--- src/rtl/collision_scanner.sv ---
// collision_scanner: once per frame, scans every enemy slot one per clock
// against the player position. It reports the lowest overlapping enabled slot,
// and it keeps track of lives, post-hit grace frames and game-over.
// Optional build macro: HITBOX_CIRCLE_EN selects a circular hitbox instead of
// the per-axis box.
module collision_scanner #(
    parameter int ENEMIES      = 27,
    parameter int COORD_W      = 10,
    parameter int HIT_RADIUS   = 9,
    parameter int LIVES        = 3,
    parameter int GRACE_FRAMES = 30,
    localparam int IDX_W       = (ENEMIES > 1) ? $clog2(ENEMIES) : 1,
    localparam int LIVES_W     = (LIVES > 0) ? $clog2(LIVES + 1) : 1
) (
    input  logic                       Clk,
    input  logic                       Reset_n,
    input  logic                       Frame_tick,
    input  logic                       Clear,
    input  logic [COORD_W-1:0]         BallX,
    input  logic [COORD_W-1:0]         BallY,
    input  logic [ENEMIES*COORD_W-1:0] EnemyX,
    input  logic [ENEMIES*COORD_W-1:0] EnemyY,
    input  logic [ENEMIES-1:0]         Enable,
    output logic                       Busy,
    output logic                       Hit,
    output logic [IDX_W-1:0]           Hit_index,
    output logic                       Player_reset,
    output logic [LIVES_W-1:0]         Lives,
    output logic                       Game_over,
    output logic                       Overrun
);

    localparam int GRACE_W = (GRACE_FRAMES > 0) ? $clog2(GRACE_FRAMES + 1) : 1;
    localparam int DIFF_W  = COORD_W + 1;
    localparam logic [IDX_W-1:0] LAST_IDX = IDX_W'(ENEMIES - 1);

    typedef enum logic [1:0] {IDLE, SCAN, REPORT} state_t;

    state_t               state_q, state_d;
    logic [IDX_W-1:0]     idx_q, idx_d;
    logic [IDX_W-1:0]     match_q, match_d;
    logic                 found_q, found_d;
    logic [COORD_W-1:0]   ball_x_q, ball_x_d, ball_y_q, ball_y_d;
    logic [IDX_W-1:0]     hit_index_q, hit_index_d;
    logic [LIVES_W-1:0]   lives_q, lives_d;
    logic [GRACE_W-1:0]   grace_q, grace_d;
    logic                 game_over_q, game_over_d;
    logic                 overrun_q, overrun_d;

    // Unpacked per-slot views of the packed enemy buses.
    logic [COORD_W-1:0] enemy_x [ENEMIES];
    logic [COORD_W-1:0] enemy_y [ENEMIES];
    generate
        for (genvar gi = 0; gi < ENEMIES; gi++) begin : g_slot
            assign enemy_x[gi] = EnemyX[gi*COORD_W +: COORD_W];
            assign enemy_y[gi] = EnemyY[gi*COORD_W +: COORD_W];
        end
    endgenerate

    // Absolute per-axis distance of the slot under scan. The extra bit keeps
    // the subtraction from wrapping across the screen edge.
    logic [COORD_W-1:0] cur_x, cur_y;
    logic [DIFF_W-1:0]  dx, dy;
    logic               overlap;

    assign cur_x = enemy_x[idx_q];
    assign cur_y = enemy_y[idx_q];
    assign dx = (ball_x_q >= cur_x) ? ({1'b0, ball_x_q} - {1'b0, cur_x})
                                    : ({1'b0, cur_x} - {1'b0, ball_x_q});
    assign dy = (ball_y_q >= cur_y) ? ({1'b0, ball_y_q} - {1'b0, cur_y})
                                    : ({1'b0, cur_y} - {1'b0, ball_y_q});

`ifdef HITBOX_CIRCLE_EN
    localparam int SQ_W = 2 * DIFF_W;
    logic [SQ_W-1:0] dx_sq, dy_sq;
    logic [SQ_W:0]   dist_sq;
    assign dx_sq   = SQ_W'(dx) * SQ_W'(dx);
    assign dy_sq   = SQ_W'(dy) * SQ_W'(dy);
    assign dist_sq = {1'b0, dx_sq} + {1'b0, dy_sq};
    assign overlap = dist_sq <= (SQ_W + 1)'(HIT_RADIUS * HIT_RADIUS);
`else
    assign overlap = (dx <= DIFF_W'(HIT_RADIUS)) && (dy <= DIFF_W'(HIT_RADIUS));
`endif

    // A hit counts only outside grace, before game-over, and when no Clear
    // competes for the same cycle.
    logic counted;
    assign counted = (state_q == REPORT) && found_q && (grace_q == '0) &&
                     !game_over_q && !Clear;

    assign Busy         = (state_q != IDLE);
    assign Hit          = counted;
    assign Player_reset = counted;
    assign Hit_index    = counted ? match_q : hit_index_q;
    assign Lives        = lives_q;
    assign Game_over    = game_over_q;
    assign Overrun      = overrun_q;

    // Next-state logic: scan sequencing, first-match latch, lives/grace book-keeping.
    always_comb begin
        state_d     = state_q;
        idx_d       = idx_q;
        match_d     = match_q;
        found_d     = found_q;
        ball_x_d    = ball_x_q;
        ball_y_d    = ball_y_q;
        hit_index_d = hit_index_q;
        lives_d     = lives_q;
        grace_d     = grace_q;
        game_over_d = game_over_q;
        overrun_d   = overrun_q;

        case (state_q)
            IDLE: begin
                if (Frame_tick) begin
                    ball_x_d = BallX;
                    ball_y_d = BallY;
                    idx_d    = '0;
                    found_d  = 1'b0;
                    state_d  = SCAN;
                    if (grace_q != '0) grace_d = grace_q - 1'b1;
                end
            end
            SCAN: begin
                if (Enable[idx_q] && overlap && !found_q) begin
                    found_d = 1'b1;
                    match_d = idx_q;
                end
                if (idx_q == LAST_IDX) state_d = REPORT;
                else                   idx_d   = idx_q + 1'b1;
            end
            REPORT: begin
                state_d = IDLE;
                if (counted) begin
                    hit_index_d = match_q;
                    lives_d     = lives_q - 1'b1;
                    grace_d     = GRACE_W'(GRACE_FRAMES);
                    if (lives_q == LIVES_W'(1)) game_over_d = 1'b1;
                end
            end
            default: state_d = IDLE;
        endcase

        // A tick that lands mid-scan is dropped and flagged.
        if (Frame_tick && (state_q != IDLE)) overrun_d = 1'b1;

        if (Clear) begin
            lives_d     = LIVES_W'(LIVES);
            game_over_d = 1'b0;
            overrun_d   = 1'b0;
            grace_d     = '0;
        end
    end

    // State registers with asynchronous active-low reset.
    always_ff @(posedge Clk or negedge Reset_n) begin
        if (!Reset_n) begin
            state_q     <= IDLE;
            idx_q       <= '0;
            match_q     <= '0;
            found_q     <= 1'b0;
            ball_x_q    <= '0;
            ball_y_q    <= '0;
            hit_index_q <= '0;
            lives_q     <= LIVES_W'(LIVES);
            grace_q     <= '0;
            game_over_q <= 1'b0;
            overrun_q   <= 1'b0;
        end else begin
            state_q     <= state_d;
            idx_q       <= idx_d;
            match_q     <= match_d;
            found_q     <= found_d;
            ball_x_q    <= ball_x_d;
            ball_y_q    <= ball_y_d;
            hit_index_q <= hit_index_d;
            lives_q     <= lives_d;
            grace_q     <= grace_d;
            game_over_q <= game_over_d;
            overrun_q   <= overrun_d;
        end
    end

endmodule

--- config.mk ---
export PLATFORM = sky130hd
export DESIGN_NAME = collision_scanner
export DESIGN_NICKNAME = d
export VERILOG_FILES = /design/src/rtl/collision_scanner.sv
export SDC_FILE = /design/constraint.sdc
export NUM_CORES = 1
export LEC_CHECK = 0
export CAP_MARGIN = 10
export CORE_AREA = 2 2 236 238
export CTS_CLUSTER_SIZE = 28
export DETAILED_ROUTE_END_ITERATION = 8
export DIE_AREA = 0 0 238 240
export SKIP_CTS_REPAIR_TIMING = 1
export SYNTH_ARGS = -nofsm -noshare
export SYNTH_HDL_FRONTEND = slang
export SYNTH_SLANG_ARGS = --single-unit
--- constraint.sdc ---
create_clock -name Clk -period 6 [get_ports Clk]
set_clock_uncertainty 0.2 [all_clocks]
set_input_delay 0.9 -clock Clk [delete_from_list [all_inputs] [get_ports Clk]]
set_output_delay 0.9 -clock Clk [all_outputs]
set_load 0.01 [all_outputs]
==> reports/results.ini <==
[run_status]
status = complete, no violations

[cts]
clockBufferDepth = 2
cts.clk_slew.worst_paths_ns = 0.07
clockRootBuffer = clkbuf_16
cts_sinks = 47
cts_buffers = 5
h-tree-depth = 2
insertion_delay_ns = 0.31
cts_tree = yes

[finish]
fillers = 5741
layout_common_cells = clkdlybuf4s50_1 (601), mux4_2 (146), mux2i_1 (63)
layout_commonest_cell = clkdlybuf4s50_1
area_growth_pct = 82.1
drive_gt1_share_pct = 16.5
fin_util_pct = 29.2
final_nets = 2061

[global_routing]
grt_usage_pct = 20.8
grt_pass1_wl_um = 82600
antenna_found_initial = 50
gr-total-overflow = 0
grt_max_degree = 48
grt_pass1_vias = 10632

[placed_design]
finalWeightedCongestion = 0.962
dp_slack_ns = 0.199
post-dp-hpwl_um = 54300
io_buffer_count = 602

[route]
route.detailed.drc = 0
finalWirelength_um = 61600
wl_per_cell_um = 28.7
vias_per_cell = 4.75
first_pass_iters = 7
drt_iter0_markers = 760
postRouteAntennaNets = 0
dr_total_vias = 10195

[synth]
synth_seq_cells = 47
synth_ff_type = dfrtp_1
postSynthCellCount = 848
synth_nets = 1487
synth.distinct_cells = 68
yosysSeqAreaShare_pct = 13.4
syn_area_um2 = 8770
synthArstFlopShare_pct = 100
yosysWarnings = 0
avgSynthCellArea_um2 = 10.3
synth_edf_count = 0

[run]
cap_violations = 0

[die]
num_io_pins = 603
rows = 86
die_h_um = 240
die_w_um = 238
dieArea_um2 = 57100
fp.coreArea_um2 = 54700
initial_utilization_pct = 16.0

[critical_path]
cp-end-kind = flop
crit_end = match_q[4]$_DFFE_PN0P_
reg2reg_slack_ns = 0.34
cp-startpoint = idx_q[0]$_DFFE_PN0P_
required_ns = 5.99
cp.arrival_ns = 5.64
r2r_cells = 15
critPathMaxFanout = 15
criticalPathCategory = reg -> reg
start_kind = flop
worstReg2RegEnd = match_q[4]$_DFFE_PN0P_
reg2reg_from = idx_q[0]$_DFFE_PN0P_

[sta]
grt_setup_unrepaired = no
setup_viol = 0
fmax_mhz = 177
post-route-period-util_pct = 94.3
slew_violations = 0
relSlewSlack_pct = 39.0
worstMarginPinSlew_ns = 0.911
finalHoldViolCount = 0
setup_ws_ns = 0.344
final.min_clock_period_ns = 5.66
finalSetupTns_ns = 0

[power]
ir_drop_uv = 240
powerDensity_nw_per_um2 = 532
power_uw = 8500
p_leak_uw = 0.00592

[worst_hold_path]
hp-class = reg -> reg

-- cell families after synthesis --
group,after synthesis,synth area share [%]
multiplexers,225,46.7
adder cells (fa/ha/maj),48,7.19
buffers and inverters,136,6.70
AO/OA/AOI/OAI,205,15.4
flip-flops,47,13.4
XOR/XNOR,13,1.30
AND/OR/NAND/NOR,174,9.20
-- how the worst min path moves through the flow --
| stage | startpoint | to | slack, ns | cells after the start |
|---|---|---|---|---|
| 2_1_floorplan | grace_q[3]$_DFFE_PN0P_ | grace_q[3]$_DFFE_PN0P_ | 0.26 | 1 |
| 3_3_place_gp | Overrun$_DFFE_PN0P_ | Overrun$_DFFE_PN0P_ | 0.28 | 2 |
| 3_5_place_dp | hit_index_q[0]$_DFFE_PN0P_ | hit_index_q[0]$_DFFE_PN0P_ | 0.29 | 1 |
| 4_1_cts | Lives[1]$_DFFE_PN1P_ | Lives[1]$_DFFE_PN1P_ | 0.31 | 2 |
| 5_1_grt | hit_index_q[0]$_DFFE_PN0P_ | hit_index_q[0]$_DFFE_PN0P_ | 0.31 | 1 |
| 6_report | Lives[1]$_DFFE_PN1P_ | Lives[1]$_DFFE_PN1P_ | 0.31 | 2 |
-- where the power goes --
part / internal [uW] / leakage [uW] / switching [uW]
sequential: 413 / 0.000599 / 187
combinational: 3440 / 0.00524 / 4100
clock: 211 / 0.0000876 / 150
total: 4060 / 0.00592 / 4440
-- synthesized netlist by cell type (3+ instances only) --
cell | count | area (um2)
o21a_1 | 11 | 82.6
o21bai_1 | 3 | 22.5
a221oi_1 | 4 | 35.0
nand2_1 | 49 | 184
fa_1 | 4 | 80.1
a211o_1 | 3 | 26.3
xnor2_1 | 3 | 26.3
nor3_1 | 11 | 55.1
o21ai_0 | 41 | 205
a31oi_1 | 3 | 18.8
dfrtp_1 | 45 | 1130
a311oi_1 | 4 | 35.0
a21oi_1 | 57 | 285
inv_1 | 57 | 214
buf_2 | 35 | 175
nor2b_1 | 7 | 43.8
mux2_2 | 16 | 180
ha_1 | 44 | 551
buf_6 | 4 | 45.0
buf_1 | 14 | 52.6
nor2_1 | 60 | 225
clkbuf_1 | 25 | 93.8
o31ai_1 | 6 | 45.0
a21o_1 | 5 | 37.5
xor2_1 | 10 | 87.6
o22ai_1 | 22 | 138
o211ai_1 | 4 | 30.0
nand2b_1 | 11 | 68.8
and2_1 | 3 | 18.8
nand4_1 | 7 | 43.8
mux2i_1 | 63 | 631
mux4_2 | 146 | 3290
a21oi_2 | 3 | 26.3
a2111oi_0 | 3 | 26.3
nand3_1 | 11 | 55.1
a211oi_1 | 10 | 75.1
-- layout make-up --
class,count,area [um2],area share (%)
inverters,57,214,1.34
clock inverters,2,38.8,0.243
multi-input cells,665,7010,43.9
diodes,18,45.0,0.282
well taps,704,881,5.52
clock buffers,6,139,0.870
flip-flops and latches,47,1190,7.47
repair buffers,646,6450,40.4
-- metal layers --
metal  vias to the layer above  global-route usage, %  routed length [um]
li1                       4507                      -                   -
met1                      5055                   26.2               25300
met2                       522                   34.4               29200
met3                        87                   5.32                5040
met4                        24                   7.44                1940
met5                         -                      0                 149
-- state kept, by name, indices dropped and copies added (netlist names) --
register	count
ball_x_q	10
ball_y_q	10
grace_q	5
hit_index_q	5
idx_q	5
match_q	5
Lives	2
state_q	2
Game_over	1
Overrun	1
found_q	1
-- worst max-delay path: stages (launching register included) --
cell and delay [ns]:
dfrtp_4 0.71, buf_4 0.37, mux4_2 0.55, mux4_2 0.47, mux2i_1 0.35, inv_1 0.09, ha_1 0.54, o21ai_0 0.16
a21o_1 0.24, o21ai_1 0.19, a21oi_1 0.10, xnor2_1 0.15, a2111oi_0 0.54, buf_4 0.22, o2111ai_2 0.27, mux2_2 0.36
-- per-stage QoR --
| step | std cells | cell area (um2) | hold WS (ns) |
|---|---|---|---|
| after global placement | 2119 | 15700 | 0.280 |
| final | 2145 | 16000 | 0.305 |
| after global routing | 2138 | 16000 | 0.315 |
| after floorplan | 848 | 8770 | 0.261 |
| after CTS | 2127 | 15900 | 0.307 |
| after detailed placement | 2119 | 15700 | 0.292 |
No activity file was read; power rests on OpenSTA's default activity.
